==> config.mk <==
export PLATFORM = sky130hd
export DESIGN_NAME = step_sequencer_flat
export DESIGN_NICKNAME = d
export VERILOG_FILES = /design/src/rtl/step_sequencer_if.sv /design/src/rtl/step_sequencer.sv /design/src/flat_wrapper.sv
export SDC_FILE = /design/constraint.sdc
export NUM_CORES = 1
export LEC_CHECK = 0
export BUFFER_PORTS_ARGS = -buffer_cell sky130_fd_sc_hd__buf_2
export CAP_MARGIN = 0
export CORE_UTILIZATION = 48
export DETAILED_ROUTE_END_ITERATION = 8
export PLACE_DENSITY_LB_ADDON = 0.15
export SYNTH_ARGS = -nofsm -noshare
export SYNTH_HDL_FRONTEND = slang
export SYNTH_SLANG_ARGS = --single-unit
==> constraint.sdc <==
create_clock -name clk -period 2.65 [get_ports clk]
set_input_delay 0.3975 -clock clk [delete_from_list [all_inputs] [get_ports clk]]
set_output_delay 0.3975 -clock clk [all_outputs]
set_load 0.02 [all_outputs]
==> src/rtl/step_sequencer_if.sv <==
// Bundle of control and status signals between the instruction stepper and the
// control unit. The sequencer connects through the slave modport and the
// control unit through the master modport.
interface step_sequencer_if #(
  parameter int NUM_STEPS = 6,
  parameter int CNT_W     = 16
) ();
  logic                 run;
  logic                 halt_req;
  logic                 stall;
  logic                 end_instr;
  logic [NUM_STEPS-1:0] step_oh;
  logic [2:0]           step_num;
  logic                 en_ph;
  logic                 set_ph;
  logic                 instr_done;
  logic                 busy;
  logic                 halted;
  logic [CNT_W-1:0]     instr_cnt;

  modport slave (
    input  run, halt_req, stall, end_instr,
    output step_oh, step_num, en_ph, set_ph, instr_done, busy, halted, instr_cnt
  );

  modport master (
    output run, halt_req, stall, end_instr,
    input  step_oh, step_num, en_ph, set_ph, instr_done, busy, halted, instr_cnt
  );
endinterface

==> src/rtl/step_sequencer.sv <==
// Instruction stepper: walks each instruction through up to NUM_STEPS steps,
// each made of an enable phase and a set phase, and counts retired instructions.
//
// state     | meaning
// ----------+-----------------------------------------------------------------
// ST_IDLE   | no instruction in flight; waits for run (halt_req wins)
// ST_PH_E   | enable phase of step r_s
// ST_PH_S   | set phase of step r_s; retire here on end_instr or last step
// ST_HALTED | stopped at an instruction boundary until rst_n is asserted
module step_sequencer #(
  parameter int NUM_STEPS = 6,
  parameter int CNT_W     = 16
) (
  input  logic           clk,
  input  logic           rst_n,
  step_sequencer_if.slave bus
);

  localparam logic [1:0] ST_IDLE   = 2'd0;
  localparam logic [1:0] ST_PH_E   = 2'd1;
  localparam logic [1:0] ST_PH_S   = 2'd2;
  localparam logic [1:0] ST_HALTED = 2'd3;

  localparam logic [2:0]           LAST_STEP = 3'(NUM_STEPS - 1);
  localparam logic [NUM_STEPS-1:0] OH_STEP1  = {{(NUM_STEPS-1){1'b0}}, 1'b1};

  logic [1:0]           r_state;
  logic [2:0]           r_s;
  logic [NUM_STEPS-1:0] r_step_oh;
  logic [2:0]           r_step_num;
  logic                 r_en_ph;
  logic                 r_in_set;
  logic                 r_instr_done;
  logic                 r_busy;
  logic                 r_halted;
  logic [CNT_W-1:0]     r_instr_cnt;

  logic [1:0]           w_nxt_state;
  logic [2:0]           w_nxt_s;
  logic                 w_retire;
  logic                 w_nxt_active;

  // Next state, next step index and the retire condition.
  always_comb begin
    w_nxt_state = r_state;
    w_nxt_s     = r_s;
    w_retire    = 1'b0;
    case (r_state)
      ST_IDLE: begin
        if (bus.halt_req) begin
          w_nxt_state = ST_HALTED;
        end else if (bus.run) begin
          w_nxt_state = ST_PH_E;
          w_nxt_s     = 3'd0;
        end
      end
      ST_PH_E: begin
        if (!bus.stall) w_nxt_state = ST_PH_S;
      end
      ST_PH_S: begin
        if (!bus.stall) begin
          if (bus.end_instr || (r_s == LAST_STEP)) begin
            w_retire = 1'b1;
            w_nxt_s  = 3'd0;
            if (bus.halt_req)  w_nxt_state = ST_HALTED;
            else if (bus.run)  w_nxt_state = ST_PH_E;
            else               w_nxt_state = ST_IDLE;
          end else begin
            w_nxt_s     = r_s + 3'd1;
            w_nxt_state = ST_PH_E;
          end
        end
      end
      default: begin
        w_nxt_state = ST_HALTED;
      end
    endcase
  end

  assign w_nxt_active = (w_nxt_state == ST_PH_E) || (w_nxt_state == ST_PH_S);

  // State, step index and registered decode of the next state onto the outputs.
  always_ff @(posedge clk or negedge rst_n) begin
    if (!rst_n) begin
      r_state      <= ST_IDLE;
      r_s          <= 3'd0;
      r_step_oh    <= '0;
      r_step_num   <= 3'd0;
      r_en_ph      <= 1'b0;
      r_in_set     <= 1'b0;
      r_instr_done <= 1'b0;
      r_busy       <= 1'b0;
      r_halted     <= 1'b0;
      r_instr_cnt  <= '0;
    end else begin
      r_state      <= w_nxt_state;
      r_s          <= w_nxt_s;
      r_step_oh    <= w_nxt_active ? (OH_STEP1 << w_nxt_s) : '0;
      r_step_num   <= w_nxt_active ? w_nxt_s : 3'd0;
      r_en_ph      <= w_nxt_active;
      r_in_set     <= (w_nxt_state == ST_PH_S);
      r_instr_done <= w_retire;
      r_busy       <= w_nxt_active;
      r_halted     <= (w_nxt_state == ST_HALTED);
      if (w_retire) r_instr_cnt <= r_instr_cnt + 1'b1;
    end
  end

  // The set strobe is the registered set-phase flag qualified by the live
  // stall, so it is low for every stalled cycle and high only in the cycle
  // that actually latches (one cycle per step).
  assign bus.set_ph     = r_in_set & ~bus.stall;
  assign bus.step_oh    = r_step_oh;
  assign bus.step_num   = r_step_num;
  assign bus.en_ph      = r_en_ph;
  assign bus.instr_done = r_instr_done;
  assign bus.busy       = r_busy;
  assign bus.halted     = r_halted;
  assign bus.instr_cnt  = r_instr_cnt;

endmodule
==> src/flat_wrapper.sv <==
// flat-port wrapper written by rule: the top's interface ports become plain ports
module step_sequencer_flat 
#(
  parameter int NUM_STEPS = 6,
  parameter int CNT_W     = 16
)
  (clk, rst_n, bus_run, bus_halt_req, bus_stall, bus_end_instr, bus_step_oh, bus_step_num, bus_en_ph, bus_set_ph, bus_instr_done, bus_busy, bus_halted, bus_instr_cnt);
  step_sequencer_if #(.NUM_STEPS(NUM_STEPS), .CNT_W(CNT_W)) bus_i ();
  input  logic clk;
  input  logic rst_n;
  input wire logic [$bits(bus_i.run)-1:0] bus_run;
  input wire logic [$bits(bus_i.halt_req)-1:0] bus_halt_req;
  input wire logic [$bits(bus_i.stall)-1:0] bus_stall;
  input wire logic [$bits(bus_i.end_instr)-1:0] bus_end_instr;
  output wire logic [$bits(bus_i.step_oh)-1:0] bus_step_oh;
  output wire logic [$bits(bus_i.step_num)-1:0] bus_step_num;
  output wire logic [$bits(bus_i.en_ph)-1:0] bus_en_ph;
  output wire logic [$bits(bus_i.set_ph)-1:0] bus_set_ph;
  output wire logic [$bits(bus_i.instr_done)-1:0] bus_instr_done;
  output wire logic [$bits(bus_i.busy)-1:0] bus_busy;
  output wire logic [$bits(bus_i.halted)-1:0] bus_halted;
  output wire logic [$bits(bus_i.instr_cnt)-1:0] bus_instr_cnt;
  assign bus_i.run = bus_run;
  assign bus_i.halt_req = bus_halt_req;
  assign bus_i.stall = bus_stall;
  assign bus_i.end_instr = bus_end_instr;
  assign bus_step_oh = bus_i.step_oh;
  assign bus_step_num = bus_i.step_num;
  assign bus_en_ph = bus_i.en_ph;
  assign bus_set_ph = bus_i.set_ph;
  assign bus_instr_done = bus_i.instr_done;
  assign bus_busy = bus_i.busy;
  assign bus_halted = bus_i.halted;
  assign bus_instr_cnt = bus_i.instr_cnt;
  step_sequencer #(.NUM_STEPS(NUM_STEPS), .CNT_W(CNT_W)) u_core (.clk(clk), .rst_n(rst_n), .bus(bus_i));
endmodule
Word-level counts from Yosys, hierarchy flattened:

Index checks and enable logic that the tools add are counted.
Widths: inputs -> output; s select.

* register bits: 34
* bits in latches: 0
* memory bits (writable): 0
* memory bits (read-only): 0
* input bits: 6
* output and inout port bits: 30
* word-level logic and storage cells: 41
* memories: 0

* $add $sub $neg: 2
* multiply operators: 0
* div/mod/pow operators: 0
* order comparisons: 0
* equality and inequality tests: 6
* shift operators: 1
* multiplexer cells: 18
* bitwise operators: 2
* reductions and logical operators: 3

Operators with widths (number)
* $add 16x1->16 const B: 1
* $mux 3: 5
* $mux 2: 6
* $eq 2x2->1 const B: 3
* $mux 6: 1
* $pmux 2 s3: 1
* $pmux 3 s2: 1
* $shl 1x3->6 const A: 1
* $eq 2x1->1 const B: 2
* $mux 1: 4
* $add 3x1->3 const B: 1
* $eq 3x3->1 const B: 1
* $logic_not 2->1: 1
* $logic_or 1x1->1: 2
* $and 1x1->1: 1
* $not 1->1: 1

Depth between registers and ports, before layout:

* word-level depth: 8
* gate-level depth with buffers: 10
* mapped depth without buffers: 10

Worst setup path before layout:

No wires, ideal clock.

* path type: input to register
* start: input port bus_stall
* end: register u_core.r_step_oh[5] (netlist: u_core.bus.step_oh[5])
* library setup time: 0.088 ns
* data arrival time: 2.231 ns
* data required time: 2.562 ns
* path slack: 0.330 ns
* stages on the path: 8
* path buffers: 1
* path through: buf_2 or3b_4 nor2_2 o21ai_0 nand2_1 ha_1 or3_1 nor3b_1

* word-level cells in the longest chain between the ends: 5
* elaborated cells between the ends (all ways): 10
* classes of those cells: eq/ne: 2; shift: 1; mux: 6; reduce/logical: 1

Ends and longest elaborated chain
* start: declaration: line flat_wrapper.sv:13 `input wire logic [$bits(bus_i.stall)-1:0] bus_stall;`
* $mux 2, on equally long branches: line step_sequencer.sv:61, step_sequencer.sv:58
* $pmux 2 s3 (*): line step_sequencer.sv:48 `case (r_state)`
* via u_core.w_nxt_state[1]: line step_sequencer.sv:38 `logic [1:0] w_nxt_state;`
* $eq 2x1->1 or $eq 2x2->1 (tied branches): line step_sequencer.sv:80 `assign w_nxt_active = (w_nxt_state == ST_PH_E) || (w_nxt_state == ST_PH_S);`
* $logic_or 1x1->1 (*): line step_sequencer.sv:80
* $mux 6 (*): line step_sequencer.sv:98 `r_step_oh <= w_nxt_active ? (OH_STEP1 << w_nxt_s) : '0;`
* end signal: assignment: line step_sequencer.sv:98
* end: declaration: line step_sequencer.sv:29 `logic [NUM_STEPS-1:0] r_step_oh;`

The timed path passes the listed nets; every way through them passes the cells marked *.
A chain may end at the register's enable or synchronous reset.

Worst setup path in the final report:

* start: register u_core.r_s[0]
* end: register u_core.r_step_oh[3] (netlist: u_core.bus.step_oh[3])

* word-level cells in the longest chain between the ends: 8
* elaborated cells between the ends (all ways): 16
* classes of those cells: add/sub: 1; eq/ne: 3; shift: 1; mux: 9; reduce/logical: 2

Ends and longest elaborated chain
* start: declaration: line step_sequencer.sv:28 `logic [2:0] r_s;`
* start signal: assignment: line step_sequencer.sv:97 `r_s <= w_nxt_s;`
* $eq 3x3->1 (*): line step_sequencer.sv:62 `if (bus.end_instr || (r_s == LAST_STEP)) begin`
* $logic_or 1x1->1 (*): line step_sequencer.sv:62
* $mux 2 (*): line step_sequencer.sv:62
* $mux 2 (*): line step_sequencer.sv:61 `if (!bus.stall) begin`
* $pmux 2 s3 (*): line step_sequencer.sv:48
* via u_core.w_nxt_state[1]: line step_sequencer.sv:38
* $eq 2x1->1 or $eq 2x2->1 (tied branches): line step_sequencer.sv:80
* $logic_or 1x1->1 (*): line step_sequencer.sv:80
* $mux 6 (*): line step_sequencer.sv:98

Marks and branches as above.

==> results.md <==
- The core area is ~3000 µm².
- The share of cells above drive strength 1 is between 30 and 40%.
- In this run the biggest area consumer among cell types represents a little under three fifths of the synthesized area.
- The number of instances resized during post-cts repair is 0.
- The congestion estimate from routability-driven global placement came to slightly above 0.9.
- Across every metal layer, demand over resource in global routing totals around 18%.
- Excluding fillers, the count of instances in the completed layout stands at 209.
- By count the netlist is led by sky130_fd_sc_hd__dfrtp_1, sky130_fd_sc_hd__xnor2_1, sky130_fd_sc_hd__nand2_1.
- At the worst endpoint, the arrival time is 2.60 ns.
- The first global-routing pass estimated 4460 µm of wire.
- After detailed routing, the wire length on met1 is between 1000 and 1500 µm.
- The run finished with clean final reports.
- The post-route minimum period is between 2 and 2.5 ns.
- The per-instance average area after synthesis is between 10 and 15 µm².
- The worst setup path is captured at a flop.
- Dividing total power by cell area gives a power density of around 830 nW/µm².
- The standby leakage power is 0.904 nW.
- The later-pin clock latency in the skew report is roughly 0.33 ns.
- Among all flip-flop cells after synthesis, the most frequent one is sky130_fd_sc_hd__dfrtp_1.
- The effective utilization at floorplan is between 50% and 60%.
- The post-placement worst setup slack is about 0.32 ns.
- The worst clock skew is between 0.008 and 0.009 ns.
- Dividing the detail-routed via count by the number of cells gives about 5.2.
- CTS saw 34 sinks.
- The total wire length is 2580 µm.
- In this run the deepest clock path goes through 2 buffers.
- The via count of the routed design is ~1100.
- Of all nets on the critical path, the largest fanout is 6.
- The CTS clock-pin slew for the worst setup and hold paths is 0.10 ns.
- The path category of the worst min-delay check is in -> async.
- Combinational logic burns between 30% and 40% of the power.
- Counting flops and latches in the post-synthesis netlist gives 34.
- In the final layout, the multi-input gates occupy about 620 µm².
- By area the synthesized netlist is led by sky130_fd_sc_hd__dfrtp_1, sky130_fd_sc_hd__xnor2_1, sky130_fd_sc_hd__ha_1.
- Setup repair after global routing left no endpoint under its margin.
- The combined area of all synthesized cells is between 1500 and 2000 µm².
- For the worst setup path, the data required time is 2.89 ns.
- The sequential cells in the finished layout cover a total of between 800 and 900 µm².
- The cell taking the most area after synthesis is sky130_fd_sc_hd__dfrtp_1.
- The tool flagged a number of max-cap violations equal to 0.
- Sequential elements use between 50% and 60% of the synthesized area.
- The number of nets with antenna violations after routing is 0.
- The width of the die is between 50 and 60 µm.
- The number of buffers inserted for hold repair after clock tree synthesis is 0.
- Including well taps, the total number of placed cells is around 200.
- The share of synthesized flip-flops with an asynchronous set or reset is 100%.
- For this design the top-level I/O count stands at 36.
- The top metal layer carrying routed signals is met4.
- Summed over all nets, the switching power comes to 559 µW.
- Once the clock tree was built, the setup fixing pass inserted 0 buffers.
- The internal portion of the total power is approximately 920 µW.
- The worst hold margin is between 0.1 and 0.15 ns.
- The residual DRC count is 0.
- The H-tree generated during clock tree synthesis spans 2 levels.
- The met2 wirelength from detailed routing is about 1300 µm.
- At the pin with the least slew margin, the transition time is around 0.73 ns.
- 0 antenna diodes ended up in the layout.
- The sum of overflow across all layers after global routing is 0.
- The number of global-route vias before repair came to between 1000 and 1500.
- The final max-slew violation count is 0.
- The clock buffer count from CTS is 5.
- The kind of critical path is reg -> reg.
- TritonCTS built the clock tree.
- The wire length on met3 is slightly below 100 µm.
- In this run, flip-flops and latches consume between 40% and 50% of the power.
- Setup violations remaining at the end of the flow were counted as 0.
- The most common cell in the synthesized netlist is sky130_fd_sc_hd__dfrtp_1.
- The standard-cell row count is 20.
- The number of distinct library cell variants in the gate-level netlist after synthesis is 36.
- The setup TNS is 0 ns.
- When the netlist entered floorplanning its net count stood at roughly 140.
- The instance count of the mapped netlist is between 100 and 150.
- The number of enable flip-flop cells after synthesis is 0.
- The vertical extent of the die is ~58 µm.
- The setup slack of the critical path after layout is 0.286 ns.
- VDD sags by at most between 500 and 600 µV.
- The worst path uses 89.2% of the clock period.
- The root cell of the clock tree is sky130_fd_sc_hd__clkbuf_4.
- The number of fill cells in the layout is about 280.
- The wire length per cell after detailed routing is about 12 µm.
- The initial antenna violation count is 0.
- At the end of the flow, the number of nets in the layout was ~180.
- The highest clock frequency the design can meet is around 420 MHz.
- The hold violation total from the final report was 0.
- The final design utilization is a little under 60%.
- The first-pass detailed-route iteration total is 4.
- Measured against its own limit, the worst slew margin works out to 51.2%.
- Of the total power, the clock network draws roughly a fifth.
- From synthesis to final layout, the design area changed by 17.8%.
- In this run switching power makes up a little under two fifths of total power.
- Detailed placement ended at an HPWL of roughly 1900 µm.
- Entering global routing, the biggest net connects 35 pins.
- After the first detailed-routing iteration, the DRC count stood at 25.
- The Yosys step of the flow raised 0 warnings.
- The die area is approximately 3400 µm².
- The type of origin of the critical path is a flop.
- In this run the tool buffered the top-level ports with 35 buffer cells.
## logic make-up (layout without fill, tap and decap cells)
| logic type | count (synthesis) | after routing | share of synthesized area [%] |
|---|---|---|---|
| compound gates | 13 | 13 | 5.68 |
| xor+xnor | 15 | 15 | 8.65 |
| fa+ha+maj | 5 | 5 | 4.12 |
| buf+inv | 8 | 48 | 3.05 |
| flops | 34 | 34 | 56.0 |
| mux | 2 | 2 | 1.40 |
| simple gates | 48 | 48 | 21.1 |
## placed cells by master, fill, tap and decap left out, types with 2 or more instances in the layout
cell type,n
sky130_fd_sc_hd__buf_2,35
sky130_fd_sc_hd__dfrtp_1,34
sky130_fd_sc_hd__xnor2_1,10
sky130_fd_sc_hd__nand2_1,8
sky130_fd_sc_hd__nor3b_1,6
sky130_fd_sc_hd__a21oi_1,5
sky130_fd_sc_hd__nand3_1,5
sky130_fd_sc_hd__xor2_1,5
sky130_fd_sc_hd__ha_1,5
sky130_fd_sc_hd__clkbuf_4,5
sky130_fd_sc_hd__nor2_1,4
sky130_fd_sc_hd__inv_1,4
sky130_fd_sc_hd__nand4_1,4
sky130_fd_sc_hd__o21ai_0,3
sky130_fd_sc_hd__nor2_2,3
sky130_fd_sc_hd__nor3_1,3
sky130_fd_sc_hd__nor4_4,2
sky130_fd_sc_hd__and3_1,2
sky130_fd_sc_hd__and4_1,2
## layout make-up
class | count | share of cell area, %
sequential | 34 | 47.6
multi-input combinational | 83 | 34.8
timing repair buffer | 36 | 10.2
tap | 44 | 3.08
clock buffer | 6 | 2.87
inverter | 4 | 0.839
clock inverter | 2 | 0.699
## layer usage
| layer | vias up | global-route usage (%) |
|---|---|---|
| met5 | - | 0 |
| met4 | 0 | 12.6 |
| met3 | 11 | 4.91 |
| met2 | 30 | 28.6 |
| met1 | 525 | 20.5 |
| li1 | 515 | - |
## metrics by stage
stage	area [µm²]	total power [mW]
detailed placement	1730	1.19
floorplan	1520	1.06
CTS	1790	1.50
global route	1790	1.57
finish	1790	1.48
global placement	1730	1.18
## critical path: stages, from the launching register on
cell                      delay (ns)
sky130_fd_sc_hd__dfrtp_1        0.42
sky130_fd_sc_hd__ha_1           0.26
sky130_fd_sc_hd__a21oi_4        0.29
sky130_fd_sc_hd__nor2_2         0.06
sky130_fd_sc_hd__o21ai_0        0.16
sky130_fd_sc_hd__nand2_1        0.11
sky130_fd_sc_hd__ha_1           0.33
sky130_fd_sc_hd__or3_1          0.43
sky130_fd_sc_hd__nor3b_1        0.20
## power by group through the flow
stage	registers [mW]	logic (mW)	clock network, mW
2_1_floorplan	0.744	0.320	0
3_3_place_gp	0.708	0.471	0
3_5_place_dp	0.711	0.482	0
4_1_cts	0.700	0.483	0.312
5_1_grt	0.718	0.529	0.325
6_report	0.700	0.477	0.303
## flip-flops by register name, indices dropped and copies added, names as in the netlist
signal,flops
u_core.bus.instr_done,1
u_core.bus.step_num,3
u_core.r_state,2
u_core.bus.instr_cnt,16
u_core.bus.halted,1
u_core.r_in_set,1
u_core.r_s,3
u_core.bus.en_ph,1
u_core.bus.step_oh,6
## path summary, 6_finish.rpt
| check | from | endpoint | slack [ns] | cells past startpoint |
|---|---|---|---|---|
| hold reg to reg | u_core.bus.instr_cnt[15]$_DFFE_PN0P_ | u_core.bus.instr_cnt[15]$_DFFE_PN0P_ | 0.47 | 1 |
| max in group asynchronous | rst_n | u_core.bus.step_oh[0]$_DFF_PN0_ | 2.07 | 1 |
| min in group clk | bus_halt_req | u_core.r_state[1]$_DFF_PN0_ | 0.39 | 3 |
| setup / recovery | u_core.r_s[0]$_DFF_PN0_ | u_core.bus.step_oh[3]$_DFF_PN0_ | 0.29 | 8 |
| setup reg to reg | u_core.r_s[0]$_DFF_PN0_ | u_core.bus.step_oh[3]$_DFF_PN0_ | 0.29 | 8 |
| hold / removal | rst_n | u_core.bus.instr_cnt[2]$_DFFE_PN0P_ | 0.12 | 1 |
Power figures use the tool's default switching activity.
